File: src/rtl/esi_manifest_streamer.sv
// Holds a shadow snapshot of the compressed manifest and streams it on request as a header beat
// followed by the data beats. Define ESI_MANIFEST_DPI_EN to also forward changes over cosim DPI.
module esi_manifest_streamer #(
  parameter int unsigned COMPRESSED_MANIFEST_SIZE = 1,
  parameter int unsigned BEAT_BYTES               = 4
) (
  input  logic                    clk,
  input  logic                    rst_n,
  input  logic [7:0]              compressed_manifest [0:COMPRESSED_MANIFEST_SIZE-1],
  input  logic                    req_valid,
  output logic                    req_ready,
  output logic                    out_valid,
  input  logic                    out_ready,
  output logic [8*BEAT_BYTES-1:0] out_data,
  output logic [BEAT_BYTES-1:0]   out_keep,
  output logic                    out_last,
  output logic                    manifest_changed,
  output logic [7:0]              manifest_version
);

  localparam int unsigned NumBeats  = (COMPRESSED_MANIFEST_SIZE + BEAT_BYTES - 1) / BEAT_BYTES;
  localparam int unsigned BeatW     = $clog2(NumBeats + 1);
  localparam int unsigned PadBytes  = NumBeats * BEAT_BYTES;
  localparam int unsigned LastBytes = COMPRESSED_MANIFEST_SIZE - (NumBeats - 1) * BEAT_BYTES;
  localparam logic [BEAT_BYTES-1:0] AllKeep  = '1;
  localparam logic [BEAT_BYTES-1:0] LastKeep = AllKeep >> (BEAT_BYTES - LastBytes);

  typedef enum logic [1:0] {StIdle, StHeader, StData} state_e;

  state_e             state_q, state_d;
  logic [BeatW-1:0]   beat_q, beat_d;
  logic [7:0]         shadow_q [0:COMPRESSED_MANIFEST_SIZE-1];
  logic [7:0]         shadow_d [0:COMPRESSED_MANIFEST_SIZE-1];
  logic [7:0]         version_q, version_d;
  logic               changed_q, changed_d;
  logic               manifest_diff;
  logic [8*PadBytes-1:0] padded;

  always_comb begin
    manifest_diff = 1'b0;
    for (int unsigned j = 0; j < COMPRESSED_MANIFEST_SIZE; j++) begin
      if (compressed_manifest[j] != shadow_q[j]) manifest_diff = 1'b1;
    end
  end

  // Snapshot zero-padded out to whole beats, so the tail of the last beat reads as zero.
  always_comb begin
    padded = '0;
    for (int unsigned j = 0; j < COMPRESSED_MANIFEST_SIZE; j++) begin
      padded[8*j +: 8] = shadow_q[j];
    end
  end

  always_comb begin
    state_d   = state_q;
    beat_d    = beat_q;
    shadow_d  = shadow_q;
    version_d = version_q;
    changed_d = 1'b0;
    req_ready = 1'b0;
    out_valid = 1'b0;
    out_data  = '0;
    out_keep  = '0;
    out_last  = 1'b0;
    unique case (state_q)
      StIdle: begin
        req_ready = rst_n;
        shadow_d  = compressed_manifest;
        if (manifest_diff) begin
          changed_d = 1'b1;
          version_d = version_q + 8'd1;
        end
        if (req_valid) state_d = StHeader;
      end
      StHeader: begin
        out_valid      = 1'b1;
        out_keep       = AllKeep;
        out_data[31:0] = {version_q, 24'(COMPRESSED_MANIFEST_SIZE)};
        if (out_ready) begin
          state_d = StData;
          beat_d  = '0;
        end
      end
      StData: begin
        out_valid = 1'b1;
        for (int unsigned b = 0; b < NumBeats; b++) begin
          if (beat_q == BeatW'(b)) out_data = padded[8*BEAT_BYTES*b +: 8*BEAT_BYTES];
        end
        if (beat_q == BeatW'(NumBeats - 1)) begin
          out_last = 1'b1;
          out_keep = LastKeep;
          if (out_ready) state_d = StIdle;
        end else begin
          out_keep = AllKeep;
          if (out_ready) beat_d = beat_q + BeatW'(1);
        end
      end
      default: state_d = StIdle;
    endcase
  end

  always_ff @(posedge clk) begin
    if (!rst_n) begin
      state_q   <= StIdle;
      beat_q    <= '0;
      shadow_q  <= '{default: 8'h00};
      version_q <= 8'h00;
      changed_q <= 1'b0;
    end else begin
      state_q   <= state_d;
      beat_q    <= beat_d;
      shadow_q  <= shadow_d;
      version_q <= version_d;
      changed_q <= changed_d;
    end
  end

  assign manifest_changed = changed_q;
  assign manifest_version = version_q;

`ifdef ESI_MANIFEST_DPI_EN
  import Cosim_DpiPkg::cosim_set_manifest;

  // Legacy delivery: one call per detected change, carrying the bytes being captured.
  always @(posedge clk) begin
    if (rst_n && changed_d) cosim_set_manifest(compressed_manifest);
  end
`endif

endmodule
File: config.mk
export PLATFORM = sky130hd
export DESIGN_NAME = esi_manifest_streamer
export DESIGN_NICKNAME = d
export VERILOG_FILES = /design/src/rtl/esi_manifest_streamer.sv
export SDC_FILE = /design/constraint.sdc
export NUM_CORES = 1
export LEC_CHECK = 0
export BUFFER_PORTS_ARGS = -buffer_cell sky130_fd_sc_hd__buf_2
export CORE_MARGIN = 2
export CORE_UTILIZATION = 33
export DETAILED_ROUTE_END_ITERATION = 16
export GPL_ROUTABILITY_DRIVEN = 0
export HOLD_SLACK_MARGIN = 0.08
export SYNTH_ARGS = -nofsm -noshare
export SYNTH_HDL_FRONTEND = slang
export SYNTH_SLANG_ARGS = --single-unit
export TNS_END_PERCENT = 50
File: constraint.sdc
create_clock -name clk -period 1.8 [get_ports clk]
set_input_delay 0.36 -clock clk [delete_from_list [all_inputs] [get_ports clk]]
set_output_delay 0.36 -clock clk [all_outputs]
set_load 0.01 [all_outputs]
# ---- Word level (Yosys, flattened, before mapping)
# Cells that the tools add are included.
# W data, S select, Z words.
dict set report op_classes {
  n_eq_ne 7
  n_reduce_logical 7
  addsub 2
  mux 19
}
# op count
set op_table {}
lappend op_table {{$pmux W32 S2} 1}
lappend op_table {{$mux W1} 9}
lappend op_table {{$add A8 B1 Y8 const B} 1}
lappend op_table {{$mux W2} 4}
lappend op_table {{$mux W8} 1}
lappend op_table {{$ne A2 B2 Y1 const B} 4}
lappend op_table {{$ne A8 B8 Y1} 1}
lappend op_table {{$pmux W4 S2} 1}
lappend op_table {{$pmux W2 S3} 1}
lappend op_table {{$reduce_and A2 Y1} 3}
lappend op_table {{$mux W4} 1}
lappend op_table {{$reduce_and A4 Y1} 1}
lappend op_table {{$eq A2 B1 Y1 const B} 1}
lappend op_table {{$eq A2 B2 Y1 const B} 1}
lappend op_table {{$logic_not A2 Y1} 1}
lappend op_table {{$pmux W1 S2} 1}
lappend op_table {{$reduce_bool A2 Y1} 1}
lappend op_table {{$reduce_or A2 Y1} 1}
lappend op_table {{$add A1 B1 Y1 const B} 1}
dict set report word_totals {
  output_inout_bits 48
  ff_bits 20
  word_cells 40
  in_bits 12
}

# ---- Longest topological paths before layout
# Gate-level depths: netlist of the first run.
dict set report depth {
  ltp_word 4
  ltp_mapped 7
  depth_no_buf 6
}

# ---- Least setup slack after synthesis of the first run
# No wires, ideal clock.
dict set report synth_path {
  path_type {reg2out}
  startpoint {register state_q[0]}
  endpoint {output out_keep[2]}
  path_buffers 1
  stages_incl_launch_ff 5
  required_ps 1440
  arrival_time_ps 1364
  slack_ps 76
  path_cell_list {dfxtp_1 inv_1 ha_1 nor2b_1 buf_4}
}
dict set report synth_between {
  elab_chain_cells 2
  word_cells_on_any_way 3
  classes_between {eq/ne (2); mux (1)}
}
# item line_no
set synth_lines {}
lappend synth_lines {{from (decl)} 30} ;# state_e state_q, state_d;
lappend synth_lines {{from (signal assigned)} 104} ;# state_q <= StIdle;
lappend synth_lines {{from (signal assigned)} 110} ;# state_q <= state_d;
lappend synth_lines {{$eq A2 B2 Y1 or $eq A2 B1 Y1 (tied branches)} 65} ;# unique case (state_q)
lappend synth_lines {{$pmux W4 S2 (*)} 65}
lappend synth_lines {{to (decl)} 15} ;# output logic [BEAT_BYTES-1:0] out_keep,
# Every way passes the cells marked *; elsewhere a longest branch is shown, timed or not.

# ---- Worst setup path after layout of the first run
dict set report layout_path {
  startpoint {register state_q[0]}
  endpoint {output out_data[7]}
}
dict set report layout_between {
  elab_chain_cells 2
  word_cells_on_any_way 3
  classes_between {eq/ne (2); mux (1)}
}
# item line_no
set layout_lines {}
lappend layout_lines {{$eq A2 B2 Y1 or $eq A2 B1 Y1 (tied branches)} 65}
lappend layout_lines {{$pmux W32 S2 (*)} 65}
lappend layout_lines {{to (decl)} 14} ;# output logic [8*BEAT_BYTES-1:0] out_data,
# Marked as above.

==> reports/metrics.yaml, run 1 <==
sta:
  rsz0062_at_grt: "yes"
  fin_crit_sh: 0.9737
  finalSetupTns_ps: 0
  period_needed_ps: 1753
  finalSetupViolations: 0
  drv_slew: 0
  hold_viol: 0
  clock-skew-final_ps: 7.735
  fmax_mhz: 570.6
cts:
  cts_made_buffers: 3
  ctsHoldBuffers: 0
  clk_path_buf_depth: 2
  clock_sinks: 20
  cts_root_buf: "clkbuf_8"
  clkLatencyLatePin_ps: 260
  clk_pin_slew_ps: 80
  htreeDepth: 1
  cts_tree: "built"
critical_path:
  worstReg2RegStart: "shadow_q[7]"
  rr_endpoint: "manifest_version[5]"
  slowest_delay_ps: 380
  slowest_stage: "dfxtp_4"
  cp_cell_sequence: "inv_6, ha_4, nor2b_4, and3_4, buf_6"
  end_kind: "output port"
  regToRegSetupSlack_ps: 270
  cp-start-kind: "flop"
  critical_path_required_ps: 1440
  worstPathArrival_ps: 1390
  reg2regPathDepth: 6
  crit_path_max_fanout: 8
  criticalPathCategory: "reg -> out"
detailed_routing:
  wire_per_inst_um: 11.29
  dr.pass1.iters: 4
  route.detailed.drc: 0
  ant_nets: 0
  vias: 1057
  drtIter0Drc: 35
  routed_wl_um: 2652
  viasPerCell: 4.498
hold_path:
  whs_endpoint: "shadow_q[1]"
  hold_path_class: "in -> reg"
  holdPathStages: 3
  min_from: "compressed_manifest[1]"
synth:
  synth_area_um2: 1300
  synth_area_leaders: "dfxtp_1 31%, buf_4 11%, mux2i_1 9.2%"
  synth_ff_type: "dfxtp_1"
  yosys.area.top_type_share: 0.3080
  synth_edf_count: 0
  synth-seq-cells: 20
  synth_largest_area_cell: "dfxtp_1"
  synth_cell_types: 32
  synth-warning-count: 0
  syn_inst: 146
  netlist_top_cells_count: "20 x dfxtp_1, 19 x buf_4, 12 x mux2i_1, 12 x nor2b_1, 10 x and2_1"
  synth.most_common_cell: "dfxtp_1"
  ys_seq_area_frac: 0.3080
  synth_area_per_cell_um2: 8.904
  synthArstFlopShare: 0
die:
  rows: 22
  die_x_um: 66.77
  die_area_um2: 4458
  ios: 60
  die_h_um: 66.77
  start_util: 0.3498
  core_area_um2: 3716
placement:
  place_area_um2: 1488
  dpl.hpwl_um: 1953
  port_buffers: 43
layout:
  area_growth_pct: 26.76
  drive_gt1_frac: 0.3476
  diodes: 0
  design_area_um2: 1648
  nets: 207
grt:
  grt_antenna_before_repair: 0
  overflow: 0
  track_usage: 0.1298
  grt_pass1_wl_um: 4429
  first_global_vias: 976
  grt_max_degree: 23
pwr:
  pwr_density_cell_nw_per_um2: 1201
  vdd_drop_max_mv: 0.6613
  p_leak_uw: 0.0007991
status:
  status: "finished, final reports clean"
flow_run:
  cap_violations: 0
[critical path: cells and delay by family, from the launching register on]
kind                     cells  cell delay (ps)
adder cells (fa/ha/maj)      1              140
AND/OR/NAND/NOR              2              450
flip-flops                   1              380
buffers and inverters        2              170
[kinds of logic (layout without fill, tap and decap cells)]
group           Yosys count  in the layout  share of synthesized area
flops                    20             20                     0.3080
mux                      12             12                    0.09240
other cells               1             16                   0.002885
buf+inv                  28             54                     0.1424
simple gates             54             54                     0.2522
fa+ha+maj                 7              7                    0.06737
xor+xnor                  9              9                    0.06064
compound gates           15             15                    0.07411
[worst max-delay path by stage]
stage                   to  slack, ps  depth (start not counted)        from
3_3_place_gp   out_data[7]          3                          5  state_q[0]
3_5_place_dp   out_data[7]        -30                          5  state_q[0]
5_1_grt        out_data[7]        -40                          5  state_q[0]
2_1_floorplan  out_keep[2]         80                          4  state_q[0]
6_report       out_data[7]         50                          5  state_q[0]
4_1_cts        out_keep[2]         20                          4  state_q[1]
[repair_timing]
item,CTS,global route
gates resized for setup,15,8
endpoints found under the setup margin,15,11
setup buffers,0,1
pin swaps,0,4
cloned,0,0
[power by group]
part | leakage (uW) | internal [uW] | total, uW | switching, uW
sequential | 0.000166 | 538 | 639 | 101
combinational | 0.000598 | 440 | 892 | 451
clock | 0.0000357 | 297 | 448 | 151
[through the flow]
stage          instances  setup WS (ps)  total power [uW]  utilization  hold slack [ps]
2_1_floorplan        161          76.36              1221            -            493.8
3_3_place_gp         231          2.941              1416       0.4003            469.6
3_5_place_dp         231         -33.11              1424       0.4003            481.7
4_1_cts              235          19.58              1981       0.4343            383.3
5_1_grt              235         -44.53              2142       0.4434            404.3
6_report             235          47.40              1979       0.4434            386.7
[cells in the final DEF (no fill, tap or decap), types with 2 or more instances in the layout]
cell,count
buf_6,2
clkbuf_8,3
buf_4,4
nand3_1,4
o31ai_1,2
or4_1,2
ha_4,3
ha_1,4
nand4_1,3
nor2_1,2
nand2_1,5
a21boi_0,4
buf_2,41
and2_1,10
xnor2_1,9
o21ai_0,5
nor2b_4,2
mux2i_1,12
and3_4,2
and3_1,6
nand2b_1,2
dfxtp_4,2
dfxtp_1,18
or3_2,2
conb_1,16
nor2b_1,10
[metal layers]
metal  GRT usage  routed length (um)  up-vias
li1            -                   -      540
met5           0                   0        -
met2      0.2188                1236       43
met1      0.1583                1177      472
met3     0.04392                 218        2
met4     0.03061                  19        0
[registers in the layout, summed over array words and instances, names as in the netlist]
| register | cells |
|---|---|
| beat_q | 1 |
| manifest_changed | 1 |
| manifest_version | 8 |
| shadow_q | 8 |
| state_q | 2 |
[layout make-up]
class | count | area (um2)
inverter | 3 | 18.77
fill | 384 | 2068
timing repair buffer | 47 | 257.7
sequential | 20 | 407.9
tap | 48 | 60.06
clock inverter | 1 | 30.03
clock buffer | 3 | 41.29
multi-input combinational | 113 | 832.0
No activity file was read; power rests on OpenSTA's default activity.
==> run 2, diff against run 1 <==
Settings changed: CORE_UTILIZATION 33 to 46, PLACE_DENSITY set to 0.79.
==> run 2 against run 1 <==
Net effect: the flow now finishes with violations (negative setup slack); final area down 1.1%; fmax down 3.9%; non-clock buffer count up 3; utilization up 16 points; register-to-register slack worse by 50 ps; critical path type unchanged; critical endpoint is now out_data[4]; largest power group unchanged.
==> reports/metrics.yaml, run 2 (same netlist as run 1, synthesis figures left out) <==
detailed_routing:
  ant_nets: 0  # unchanged
  route.detailed.drc: 0  # unchanged
  drtIter0Drc: 9  # -74%
  dr.pass1.iters: 4  # unchanged
  wire_per_inst_um: 11.82  # +4.8%
  vias: 1061  # +0.38%
  viasPerCell: 4.801  # +6.7%
  routed_wl_um: 2613  # -1.5%
layout:
  diodes: 0  # unchanged
  layout_common_cells: "39 x buf_2, 18 x dfxtp_1, 16 x conb_1"
  final_common_cell: "buf_2"
  nets: 210  # +1.4%
  postLayoutCoreUtil: 0.6011  # +0.1577
  finalNonFillerCells: 221  # -6.0%
  area_growth_pct: 25.31
  drive_gt1_frac: 0.3632  # +0.01556
sta:
  finalSetupViolations: 3  # +3
  period_needed_ps: 1824  # +71.75 ps
  whs_ps: 335.4  # -51.25 ps
  drv_slew: 0  # unchanged
  relSlewSlack: 0.6067
  worst_pin_slew_ps: 587.8
  hold_viol: 0  # unchanged
  fmax_mhz: 548.1  # -3.9%
  rsz0062_at_grt: "yes"
  clock-skew-final_ps: 11.93  # +4.195 ps
  fin_ws_ps: -24.35  # -71.75 ps
  fin_crit_sh: 1.014  # +0.03986
cts:
  clk_pin_slew_ps: 120  # +40 ps
  cts_root_buf: "clkbuf_4"
  clock_sinks: 20  # unchanged
  cts_tree: "built"
  clk_path_buf_depth: 2  # unchanged
  clkLatencyLatePin_ps: 300  # +40 ps
  htreeDepth: 1  # unchanged
  cts_made_buffers: 3  # unchanged
critical_path:
  end_kind: "output port"
  worstPathArrival_ps: 1460  # +70 ps
  criticalPathCategory: "reg -> out"
  critical_path_required_ps: 1440  # about the same
  cp-start-kind: "flop"
  crit_path_max_fanout: 6  # -2
grt:
  track_usage: 0.1558  # +0.02603
  grt_pass1_wl_um: 4071  # -8.1%
  first_global_vias: 932  # -4.5%
  overflow: 0  # unchanged
  grt_antenna_before_repair: 0  # unchanged
  grt_max_degree: 23  # unchanged
placement:
  port_buffers: 43  # unchanged
  placed_cells: 212  # -8.2%
  dpl.hpwl_um: 1811  # -7.3%
die:
  core_area_um2: 2710  # -27%
  start_util: 0.4797  # +0.1299
  die_area_um2: 3267  # -27%
  ios: 60  # unchanged
  die_x_um: 57.16  # -14%
  rows: 19  # -14%
  die_h_um: 57.16  # -14%
pwr:
  pwr_density_cell_nw_per_um2: 1167  # -2.8%
  vdd_drop_max_mv: 0.7586  # +15%
  p_leak_uw: 0.0007996  # about the same
status:
  status: "finished with violations"
  failed_checks: "negative setup slack"
flow_run:
  cap_violations: 0  # unchanged
hold_path:
  hold_path_class: "in -> reg"
[run 2: final timing paths]
path / from / endpoint / slack (ps) / cells past startpoint
hold / removal: compressed_manifest[6] / shadow_q[6] / 340 / 3
setup reg to reg: shadow_q[3] / manifest_version[7] / 220 / 5
setup / recovery: state_q[1] / out_data[4] / -20 / 5
hold reg to reg: manifest_version[7] / manifest_version[7] / 490 / 2
[run 2: area by class of cell]
class	instances	area (um2)
fillers	233	1081
multi-input cells	113	828.3
flip-flops and latches	20	407.9
repair buffers	50	296.5
well taps	31	38.79
clock buffers	4	36.28
inverters	3	21.27
[run 2: metrics by stage]
step / setup WS (ps) / cell area [um2] / power, uW / setup TNS, ps
final: -24.35 / 1629 / 1901 / -61.06
after global routing: -76.27 / 1629 / 2030 / -643.6
after CTS: -10.08 / 1587 / 1849 / -26.28
after detailed placement: 32.08 / 1451 / 1393 / 0
after global placement: 103.9 / 1451 / 1378 / 0
after floorplan: 76.36 / 1356 / 1221 / 0
[run 2: critical path, cell delays in order, from the launching register on]
cell	delay, ps
dfxtp_4	420
inv_6	50
ha_4	300
buf_6	120
and3_4	180
buf_6	90
[run 2: per-layer routing]
metal | track usage | vias up | share of wire
li1 | - | 543 | -
met1 | 0.1831 | 474 | 0.43
met2 | 0.2857 | 38 | 0.50
met3 | 0.02041 | 6 | 0.055
met4 | 0.05980 | 0 | 0.016
met5 | 0 | - | 0
[run 2: power by group]
group | switching, uW | internal, uW | total, uW
clock | 137 | 123 | 260
combinational | 488 | 520 | 1010
sequential | 94.6 | 537 | 632
total | 720 | 1180 | 1900
[run 2: timing repair]
action | 4_1_cts | 5_1_grt
pin swaps | 1 | 2
endpoints found under the setup margin | 23 | 13
buffers inserted | 4 | 1
gates resized for setup | 21 | 7
hold buffers | 0 | 0
==> run 3, diff against run 2 <==
Settings changed: ABC_AREA set to 1, CORE_UTILIZATION 46 to 47, PLACE_DENSITY 0.79 to 0.8.
==> run 3 against run 2 <==
Net effect: the flow now finishes without violations; synthesized cell count increased by 35%; global-route usage grew 1.7 points; critical path type unchanged; via count rose by 24%; die area down 0.14%; largest power group unchanged; highest routed layer unchanged.
==> reports/metrics.yaml, run 3 <==
layout:
  nets: 266  # +27%
  diodes: 0  # unchanged
  final_common_cell: "buf_2"
  drive_gt1_frac: 0.3333  # -0.02982
  layout_common_cells: "43 x buf_2, 39 x nand2_1, 22 x inv_1"
  area_growth_pct: 26.98
  design_area_um2: 1684  # +3.4%
detailed_routing:
  route.detailed.drc: 0  # unchanged
  viasPerCell: 4.751  # -1.0%
  dr.pass1.iters: 4  # unchanged
  ant_nets: 0  # unchanged
  wire_per_inst_um: 10.70  # -9.5%
  vias: 1316  # +24%
  drtIter0Drc: 43  # +34
  routed_wl_um: 2963  # +13%
pwr:
  power_uw: 2399  # +26%
  p_int_uw: 1329  # +13%
  switching_share: 0.4460  # +0.06727
  p_leak_uw: 0.0009174  # +15%
  seq_power_share: 0.300  # -0.033
  comb_power_share: 0.587  # +0.056
  clockPowerShare: 0.114  # -0.023
  pwr_density_cell_nw_per_um2: 1425  # +22%
  vdd_drop_max_mv: 1.182  # +56%
  switchingPower_uw: 1070  # +49%
grt:
  grt_antenna_before_repair: 0  # unchanged
  track_usage: 0.1732  # +0.01736
  first_global_vias: 1113  # +19%
  overflow: 0  # unchanged
  grt_pass1_wl_um: 4554  # +12%
  grt_max_degree: 20  # -13%
synth:
  synth-seq-cells: 20  # unchanged
  yosys.area.top_type_share: 0.3019  # -0.006102
  synth_compound_area_frac: 0.1132  # +0.03910
  synth_top_family_by_area: "simple AND/OR/NAND/NOR gates"
  synth-warning-count: 0  # unchanged
  synth_area_leaders: "dfxtp_1 30%, buf_4 11%, nand2_1 11%"
  muxShareOfSynthArea: 0  # -0.09240
  synthArstFlopShare: 0  # unchanged
  netlist_top_cells_count: "39 x nand2_1, 26 x inv_1, 25 x nor2_1"
  synth_cell_types: 24  # -25%
  synth_edf_count: 0  # unchanged
  synth_largest_area_cell: "dfxtp_1"
  synth_xor_area_frac: 0.03302  # -0.02762
  synth_area_um2: 1326  # +2.0%
  ys_seq_area_frac: 0.3019  # -0.006102
  yosys.area_share.simple: 0.2755  # +0.02331
  synth_ff_type: "dfxtp_1"
  synthAdderAreaFrac: 0.06604  # -0.001335
  syn_inst: 197  # +35%
  synth.most_common_cell: "nand2_1"
  synth_area_per_cell_um2: 6.732  # -24%
die:
  ios: 60  # unchanged
  rows: 19  # unchanged
  start_util: 0.4894  # +0.009695
  die_h_um: 57.12  # about the same
  die_area_um2: 3263  # -0.14%
  core_area_um2: 2710  # unchanged
  die_x_um: 57.12  # about the same
hold_path:
  whs_endpoint: "shadow_q[6]"
  holdPathStages: 3  # unchanged
  hold_path_class: "in -> reg"
  min_from: "compressed_manifest[6]"
critical_path:
  worstPathArrival_ps: 1410  # -50 ps
  crit_path_max_fanout: 6  # unchanged
  critical_path_required_ps: 1440  # about the same
  end_kind: "output port"
  criticalPathCategory: "reg -> out"
  cp-start-kind: "flop"
  crit_start: "state_q[1]"
  rr_endpoint: "manifest_version[7]"
  regToRegSetupSlack_ps: 400  # +180 ps
  worstReg2RegStart: "state_q[0]"
  reg2regPathDepth: 8  # +3
sta:
  fin_ws_ps: 33.54  # +57.89 ps
  clock-skew-final_ps: 6.470  # -5.460 ps
  fin_crit_sh: 0.9814  # -0.03216
  fmax_mhz: 566.1  # +3.3%
  period_needed_ps: 1766  # -57.89 ps
  finalSetupViolations: 0  # -3
  hold_viol: 0  # unchanged
  drv_slew: 0  # unchanged
cts:
  clkLatencyLatePin_ps: 310  # about the same
  cts_made_buffers: 3  # unchanged
  clk_path_buf_depth: 2  # unchanged
  cts_root_buf: "clkbuf_4"
  clk_pin_slew_ps: 120  # about the same
  clock_sinks: 20  # unchanged
  cts_tree: "built"
  htreeDepth: 1  # unchanged
placement:
  dpl.hpwl_um: 2051  # +13%
  place_area_um2: 1496  # +3.1%
  pre_cts_ws_ps: 76.79  # +44.72 ps
  port_buffers: 43  # unchanged
status:
  status: "finished, final reports clean"
flow_run:
  cap_violations: 0  # unchanged
-- run 3: metrics by stage --
step	hold slack, ps	TNS (ps)	util	instances
final	296.0	0	0.6214	277
after global placement	522.8	0	0.5522	266
after detailed placement	524.3	0	0.5522	266
after floorplan	494.9	0	-	212
after global routing	303.9	-148.0	0.6214	277
after CTS	301.8	0	0.5942	273
-- run 3: layout make-up --
class | count | area, um2
Fill cell | 249 | 1026
Multi-Input combinational cell | 141 | 778.2
Timing Repair Buffer | 55 | 312.8
Inverter | 26 | 110.1
Tap cell | 31 | 38.79
Clock buffer | 4 | 36.28
Sequential cell | 20 | 407.9
-- run 3: cell families (layout without fill, tap and decap cells) --
kind of cell | Yosys count | in the layout
other | 1 | 16
DFF | 20 | 20
adders and majority gates | 7 | 7
and+or+nand+nor | 84 | 84
AOI/OAI and AO/OA | 29 | 29
buffers and inverters | 51 | 85
xor gates and xnor gates | 5 | 5
-- run 3: routing by layer --
layer,part of all wire,global-route usage,vias to the layer above,wire length [um]
li1,-,-,672,-
met1,0.44,0.2426,588,1299
met4,0.0098,0.06312,0,29
met2,0.49,0.2693,52,1440
met3,0.065,0.02948,4,194
met5,0,0,-,0
-- run 3: power by group through the flow --
stage / sequential (uW) / clock [uW] / combinational (uW)
2_1_floorplan: 688 / 0 / 773
3_3_place_gp: 695 / 0 / 1030
3_5_place_dp: 699 / 0 / 1060
4_1_cts: 703 / 272 / 1230
5_1_grt: 734 / 294 / 1560
6_report: 720 / 272 / 1410
-- run 3: worst max-delay path, cell delays in order, from the launching register on --
cell,delay (ps)
dfxtp_4,400
inv_4,50
ha_4,300
inv_4,60
a21oi_2,140
buf_2,150
-- run 3: worst max-delay path by stage --
stage                         endpoint  slack (ps)  cells past startpoint
after CTS                 out_data[24]          10                      7
after global routing      out_data[25]         -20                      7
after floorplan            out_keep[2]           5                      5
after global placement     out_keep[1]         160                      5
after detailed placement   out_keep[2]          80                      5
final                      out_keep[2]          30                      5
-- run 3: what timing repair did --
action                     in CTS  in global routing
pin swaps                       2                  4
gates resized for setup        17                 13
setup buffers                   3                  4
setup endpoints to repair      20                 19
hold buffers                    0                  0
